File: config.mk
export PLATFORM = sky130hd
export DESIGN_NAME = rtp_header_inserter
export DESIGN_NICKNAME = d
export VERILOG_FILES = /design/src/rtl/rtp_header_inserter_pkg.sv /design/src/rtl/rtp_header_inserter_out_reg.sv /design/src/rtl/rtp_header_inserter.sv
export SDC_FILE = /design/constraint.sdc
export NUM_CORES = 1
export LEC_CHECK = 0
export CAP_MARGIN = 40
export CELL_PAD_IN_SITES_DETAIL_PLACEMENT = 1
export CELL_PAD_IN_SITES_GLOBAL_PLACEMENT = 1
export CORE_MARGIN = 8
export CORE_UTILIZATION = 30
export DETAILED_ROUTE_END_ITERATION = 6
export PLACE_DENSITY_LB_ADDON = 0.15
export SLEW_MARGIN = 10
export SYNTH_ARGS = -nofsm -noshare
export SYNTH_HDL_FRONTEND = slang
export SYNTH_HIERARCHICAL = 1
export SYNTH_SLANG_ARGS = --single-unit
File: constraint.sdc
create_clock -name aclk -period 3.1 [get_ports aclk]
set_input_delay 0.465 -clock aclk [delete_from_list [all_inputs] [get_ports aclk]]
set_output_delay 0.465 -clock aclk [all_outputs]
set_load 0.01 [all_outputs]
File: src/rtl/rtp_header_inserter_pkg.sv
// Shared types and helpers for the RTP header inserter.
// RTP header words are built here so the byte order lives in one place.
`timescale 1ns/1ps
package rtp_header_inserter_pkg;

    typedef enum logic [1:0] {IDLE, HDR, PAYLOAD, DRAIN} hdr_state_t;

    typedef struct packed {
        logic [31:0] timestamp;
        logic        marker;
        logic [15:0] length;
        logic        field;
        logic [14:0] line;
        logic [14:0] offset;
    } rtp_desc_t;

    localparam logic [7:0] RTP_VERSION_BYTE = 8'h80;
    localparam int         HDR_WORDS        = 5;

    function automatic logic [2:0] popcount4(input logic [3:0] k);
        return {2'b00, k[0]} + {2'b00, k[1]} + {2'b00, k[2]} + {2'b00, k[3]};
    endfunction

    // Lane 0 ([7:0]) carries the first wire byte, so big-endian fields are byte-reversed.
    function automatic logic [31:0] hdr_word(input logic [2:0] idx, input rtp_desc_t d,
                                             input logic [31:0] seq, input logic [31:0] ssrc,
                                             input logic [6:0] pt);
        logic [31:0] w;
        case (idx)
            3'd0:    w = {seq[7:0], seq[15:8], d.marker, pt, RTP_VERSION_BYTE};
            3'd1:    w = {d.timestamp[7:0], d.timestamp[15:8], d.timestamp[23:16], d.timestamp[31:24]};
            3'd2:    w = {ssrc[7:0], ssrc[15:8], ssrc[23:16], ssrc[31:24]};
            3'd3:    w = {d.length[7:0], d.length[15:8], seq[23:16], seq[31:24]};
            default: w = {d.offset[7:0], 1'b0, d.offset[14:8], d.line[7:0], d.field, d.line[14:8]};
        endcase
        return w;
    endfunction

endpackage

File: src/rtl/rtp_header_inserter_out_reg.sv
// Single-entry AXI-Stream output register; contents hold while stalled.
`timescale 1ns/1ps
module rtp_out_reg (
    input  logic        aclk,
    input  logic        areset,
    input  logic        load,
    input  logic [31:0] data,
    input  logic [3:0]  keep,
    input  logic        last,
    output logic        slot_free,
    output logic        m_axis_tvalid,
    input  logic        m_axis_tready,
    output logic [31:0] m_axis_tdata,
    output logic [3:0]  m_axis_tkeep,
    output logic        m_axis_tlast
);

    assign slot_free = !m_axis_tvalid || m_axis_tready;

    // load is only raised by the caller when slot_free is true.
    always_ff @(posedge aclk) begin
        if (areset) begin
            m_axis_tvalid <= 1'b0;
            m_axis_tdata  <= '0;
            m_axis_tkeep  <= '0;
            m_axis_tlast  <= 1'b0;
        end else if (load) begin
            m_axis_tvalid <= 1'b1;
            m_axis_tdata  <= data;
            m_axis_tkeep  <= keep;
            m_axis_tlast  <= last;
        end else if (m_axis_tready) begin
            m_axis_tvalid <= 1'b0;
        end
    end

endmodule

File: src/rtl/rtp_header_inserter.sv
// Prepends RTP + RFC 4175 payload headers to a 32-bit payload stream,
// owns the extended sequence counter and flags oversize/length errors.
`timescale 1ns/1ps
module rtp_header_inserter
    import rtp_header_inserter_pkg::*;
#(
    parameter logic [31:0] SSRC_ID           = 32'd0,
    parameter logic [6:0]  PAYLOAD_TYPE      = 7'd96,
    parameter int          MAX_PAYLOAD_WORDS = 2231
) (
    input  logic        aclk,
    input  logic        areset,
    input  logic        seq_load,
    input  logic [31:0] seq_init,
    input  logic        hdr_valid,
    output logic        hdr_ready,
    input  logic [31:0] hdr_timestamp,
    input  logic        hdr_marker,
    input  logic [15:0] hdr_length,
    input  logic        hdr_field,
    input  logic [14:0] hdr_line,
    input  logic [14:0] hdr_offset,
    input  logic        s_axis_tvalid,
    output logic        s_axis_tready,
    input  logic        s_axis_tlast,
    input  logic [31:0] s_axis_tdata,
    input  logic [3:0]  s_axis_tkeep,
    output logic        m_axis_tvalid,
    input  logic        m_axis_tready,
    output logic        m_axis_tlast,
    output logic [31:0] m_axis_tdata,
    output logic [3:0]  m_axis_tkeep,
    output logic [31:0] stat_pkt_count,
    output logic        err_len,
    output logic        err_oversize
);

    localparam logic [15:0] LAST_IDX = 16'(MAX_PAYLOAD_WORDS - 1);

    hdr_state_t  state, state_nxt;
    rtp_desc_t   desc;
    logic [2:0]  hdr_idx;
    logic [15:0] wcnt;
    logic [31:0] seq;
    logic        slot_free, load, ld_last;
    logic [31:0] ld_data;
    logic [3:0]  ld_keep;
    logic        pay_acc, at_max, pkt_end;
    logic [17:0] byte_cnt;

    assign pay_acc  = (state == PAYLOAD) && s_axis_tvalid && slot_free;
    assign at_max   = (wcnt == LAST_IDX);
    assign pkt_end  = pay_acc && (s_axis_tlast || at_max);
    // wcnt counts beats before the current one, so this is 4*(beats-1) + popcount.
    assign byte_cnt = {wcnt, 2'b00} + 18'(popcount4(s_axis_tkeep));

    always_ff @(posedge aclk) begin
        if (areset) state <= IDLE;
        else        state <= state_nxt;
    end

    always_comb begin
        state_nxt = state;
        case (state)
            IDLE:    if (hdr_valid) state_nxt = HDR;
            HDR:     if (slot_free && hdr_idx == 3'(HDR_WORDS - 1)) state_nxt = PAYLOAD;
            PAYLOAD: if (pay_acc && s_axis_tlast) state_nxt = IDLE;
                     else if (pay_acc && at_max)  state_nxt = DRAIN;
            DRAIN:   if (s_axis_tvalid && s_axis_tlast) state_nxt = IDLE;
            default: state_nxt = IDLE;
        endcase
    end

    always_comb begin
        hdr_ready     = 1'b0;
        s_axis_tready = 1'b0;
        load          = 1'b0;
        ld_data       = '0;
        ld_keep       = '0;
        ld_last       = 1'b0;
        if (!areset) begin
            case (state)
                IDLE: hdr_ready = 1'b1;
                HDR: begin
                    load    = slot_free;
                    ld_data = hdr_word(hdr_idx, desc, seq, SSRC_ID, PAYLOAD_TYPE);
                    ld_keep = 4'hF;
                end
                PAYLOAD: begin
                    s_axis_tready = slot_free;
                    load          = pay_acc;
                    ld_data       = s_axis_tdata;
                    ld_keep       = s_axis_tkeep;
                    ld_last       = s_axis_tlast || at_max;
                end
                DRAIN:   s_axis_tready = 1'b1;
                default: ;
            endcase
        end
    end

    always_ff @(posedge aclk) begin
        if (areset) begin
            desc           <= '0;
            hdr_idx        <= '0;
            wcnt           <= '0;
            seq            <= '0;
            stat_pkt_count <= '0;
            err_len        <= 1'b0;
            err_oversize   <= 1'b0;
        end else begin
            err_len      <= pay_acc && s_axis_tlast && (byte_cnt != {2'b00, desc.length});
            err_oversize <= pay_acc && !s_axis_tlast && at_max;
            if (state == IDLE && hdr_valid) begin
                desc    <= '{timestamp: hdr_timestamp, marker: hdr_marker, length: hdr_length,
                             field: hdr_field, line: hdr_line, offset: hdr_offset};
                hdr_idx <= '0;
                wcnt    <= '0;
            end
            if (state == HDR && slot_free) hdr_idx <= hdr_idx + 3'd1;
            if (pay_acc) wcnt <= wcnt + 16'd1;
            // A load in the same cycle as a packet end wins; earlier header words keep the old value.
            if (seq_load)     seq <= seq_init;
            else if (pkt_end) seq <= seq + 32'd1;
            if (pkt_end) stat_pkt_count <= stat_pkt_count + 32'd1;
        end
    end

    rtp_out_reg u_out (
        .aclk          (aclk),
        .areset        (areset),
        .load          (load),
        .data          (ld_data),
        .keep          (ld_keep),
        .last          (ld_last),
        .slot_free     (slot_free),
        .m_axis_tvalid (m_axis_tvalid),
        .m_axis_tready (m_axis_tready),
        .m_axis_tdata  (m_axis_tdata),
        .m_axis_tkeep  (m_axis_tkeep),
        .m_axis_tlast  (m_axis_tlast)
    );

endmodule

==> run_results.csv <==
group,metric,value,unit
run_status,outcome,"finished clean",
yosys,synth_nets,1442,
worst_setup_path,worstSetupPathType,"reg2reg",
worst_setup_path,cp_top_family,"simple AND/OR/NAND/NOR gates",
worst_setup_path,r2r_cells,5,
floorplanning,core,34200,um2
worst_setup_path,crit_path_end,"seq[20]$_SDFFE_PP0P_",
worst_setup_path,rr_endpoint,"seq[20]$_SDFFE_PP0P_",
pwr,vdd_drop_max,0.563,mV
floorplanning,rows,68,
place,gp_congestion,0.890,
clock_network,clk_pin_slew,0.06,ns
global_route,antenna_found_initial,4,
yosys,synth_edf_count,0,
detailed_routing,wl_per_cell,20.8,um
sta,finalCriticalPeriod,2.69,ns
worst_setup_path,cp-start-kind,"register",
yosys,syn_area_per_cell,8.12,um2
yosys,synth_cells,1270,
yosys,netlist.area_leader.share,0.398,
clock_network,post_cts_buffers,0,
floorplanning,initial_core_util,0.301,
sta,finalHoldViolCount,0,
worst_setup_path,cp_data_required_time,3.54,ns
worst_setup_path,setup.worst_path.end_class,"register",
clock_network,cts_buffers,27,
cells_and_area,area_growth,35.7,%
yosys,synthTopCellsByCount,"nand2_1, dfxtp_1, nor2_1",
yosys,netlist-cell-type-count,67,
place,hpwl,29500,um
worst_setup_path,cp.depth,5,
sta,worstMarginPinSlew,0.787,ns
sta,period_share,0.868,
global_route,globalRouteTotalUtil,0.192,
global_route,grt_pass1_wl,62200,um
cells_and_area,seqCellArea,4100,um2
worst_setup_path,crit_arrival,3.13,ns
sta,slew_violations,0,
clock_network,post_cts_resized,0,
detailed_routing,num_vias,9811,
yosys,synth_area_leaders,"dfxtp_1, nand2_1, a21oi_1, nor2_1, mux2i_1",
clock_network,cts.sinks,205,
worst_setup_path,rrSetupSlack,0.41,ns
floorplanning,io_pins,229,
cells_and_area,multi_input_area,5690,um2
cells_and_area,n_fill_cell,4063,
sta,slew_headroom,0.474,
floorplanning,fp.dieArea,40600,um2
sta,skew,0.0148,ns
yosys,yosysTopAreaCell,"dfxtp_1",
place,pre_cts_ws,-0.122,ns
place,dp_cells,1884,
yosys,syn_area,10300,um2
clock_network,clockRootBuffer,"clkbuf_16",
sta,grt_setup_unrepaired,"no",
yosys,synth_seq_cells,205,
cells_and_area,diodes,0,
cells_and_area,final_layout_size_suffix_gt1_frac,0.0744,
worst_setup_path,worstPathCellList,"nor3b_1, and4_1, o2111ai_2, or3_1, a311oi_1",
worst_setup_path,r2r-start,"wcnt[11]$_SDFFE_PP0P_",
global_route,grt_max_degree,141,
sta,fmax,0.372,GHz
hold_path,whs_path_depth,2,
clock_network,cts_tree,"yes",
worst_setup_path,cp-startpoint,"wcnt[11]$_SDFFE_PP0P_",
place,placed_cell_area,13000,um2
hold_path,hold_path_class,"in2reg",
sta,setup_viol,0,
global_route,globalRouteOverflowTotal,0,
yosys,async_flop_share,0,
pwr,p_leak,0.00474,uW
worst_setup_path,worst_path_max_delay_cell,"and4_1",
flow_run,maxCapViolCount,0,
floorplanning,die_x,201,um
detailed_routing,drt_pass1_iterations,6,
cells_and_area,nNetsFinal,1630,
clock_network,cts_buffer_depth,3,
place,port_buffers,228,
clock_network,h-tree-depth,1,
floorplanning,die_h,201,um
clock_network,hold_buffers,0,
global_route,grt_pass1_vias,10300,
cells_and_area,utilization,0.409,
cells_and_area,final_area,14000,um2
yosys,ys_seq_area_frac,0.398,
cells_and_area,stdcell_count,1933,
yosys,post-synth-top-count-cell,"nand2_1",
yosys,synthFlopType,"dfxtp_1",
detailed_routing,drtAntennaViolNets,0,
detailed_routing,drt_iter0_markers,629,
worst_setup_path,critPathMaxFanout,10,
detailed_routing,vias_per_cell,5.08,
worst_setup_path,worst-path-buf-inv,0,
sta,setup_slack,0.409,ns
yosys,ys_warn_count,6,
pwr,finalPower,8920,uW
worst_setup_path,critical-path-max-stage-delay,0.58,ns
detailed_routing,drt_wl_total,40200,um
detailed_routing,drc_errors,0,
clock_network,clk_latency,0.55,ns
pwr,power_density,637,nW/um2
sequential cells by signal, indices dropped and copies added, names as in the netlist:
register / flops
u_out/m_axis_tdata: 32
u_out/m_axis_tkeep: 4
u_out/m_axis_tlast: 1
seq: 32
err_oversize: 1
err_len: 1
state: 2
stat_pkt_count: 32
hdr_idx: 3
wcnt: 16
u_out/m_axis_tvalid: 1
desc: 80
worst min path at each step:
stage	from	endpoint	slack, ns
6_report	areset	u_out/m_axis_tdata[24]$_SDFFE_PP0P_	0.33
5_1_grt	areset	u_out/m_axis_tdata[25]$_SDFFE_PP0P_	0.39
4_1_cts	areset	u_out/m_axis_tdata[24]$_SDFFE_PP0P_	0.35
3_5_place_dp	desc[20]$_SDFFE_PP0P_	desc[20]$_SDFFE_PP0P_	0.45
3_3_place_gp	desc[68]$_SDFFE_PP0P_	desc[68]$_SDFFE_PP0P_	0.44
2_1_floorplan	desc[63]$_SDFFE_PP0P_	desc[63]$_SDFFE_PP0P_	0.44
layout make-up:
| type | count | area share |
|---|---|---|
| clock inverter | 15 | 0.0182 |
| clock buffer | 34 | 0.0523 |
| tap | 455 | 0.0407 |
| multi-input combinational | 944 | 0.407 |
| inverter | 25 | 0.00671 |
| sequential | 205 | 0.293 |
| timing repair buffer | 255 | 0.182 |
layer usage:
| metal | track usage | part of all wire | up-vias |
|---|---|---|---|
| met5 | 0 | 0.0014 | - |
| met4 | 0.0517 | 0.025 | 8 |
| met3 | 0.0362 | 0.044 | 56 |
| met2 | 0.335 | 0.49 | 172 |
| met1 | 0.238 | 0.43 | 4769 |
| li1 | - | - | 4806 |
cell families (layout without fill, tap and decap cells):
family                   count (synthesis)  after routing  share of synthesized area
multiplexers                            44             44                     0.0427
buffers and inverters                  121            329                     0.0529
AND/OR/NAND/NOR                        539            539                      0.248
AO/OA/AOI/OAI                          266            266                      0.171
adder cells (fa/ha/maj)                 17             17                     0.0214
flip-flops                             205            205                      0.398
XOR/XNOR                                78             78                     0.0663
cells in the final DEF (no fill, tap or decap), drive strengths merged, types with 6 or more instances in the layout:
master	Yosys	routed
nor4	13	13
a222oi	30	30
nand2	234	234
nand3	27	27
or3	12	12
a311oi	11	11
clkinv	1	7
clkbuf	72	34
nor2	151	151
nand2b	16	16
ha	16	16
a21oi	137	137
xor2	31	31
clkdlybuf4s50	0	227
nor3	28	28
a211oi	23	23
inv	24	26
dfxtp	205	205
xnor2	47	47
buf	24	28
bufinv	0	7
a21boi	17	17
mux2i	44	44
and4	12	12
nand4	19	19
o21ai	15	15
o2111ai	6	6
worst reg2reg max path: cells and delay by family, from the launching register on:
family	cells	cell delay (ns)
compound gates	2	0.63
flops	1	0.48
simple gates	3	1.49
power by group:
| part | switching [uW] | internal [uW] |
|---|---|---|
| clock | 1270 | 2240 |
| sequential | 229 | 2880 |
| combinational | 1430 | 860 |
per-stage QoR:
stage / TNS [ns] / hold slack (ns)
final: 0 / 0.333
after detailed placement: -0.122 / 0.447
after global routing: 0 / 0.388
after CTS: 0 / 0.349
after global placement: -0.0273 / 0.442
after floorplan: 0 / 0.436
(Power assumes the default switching activity.)
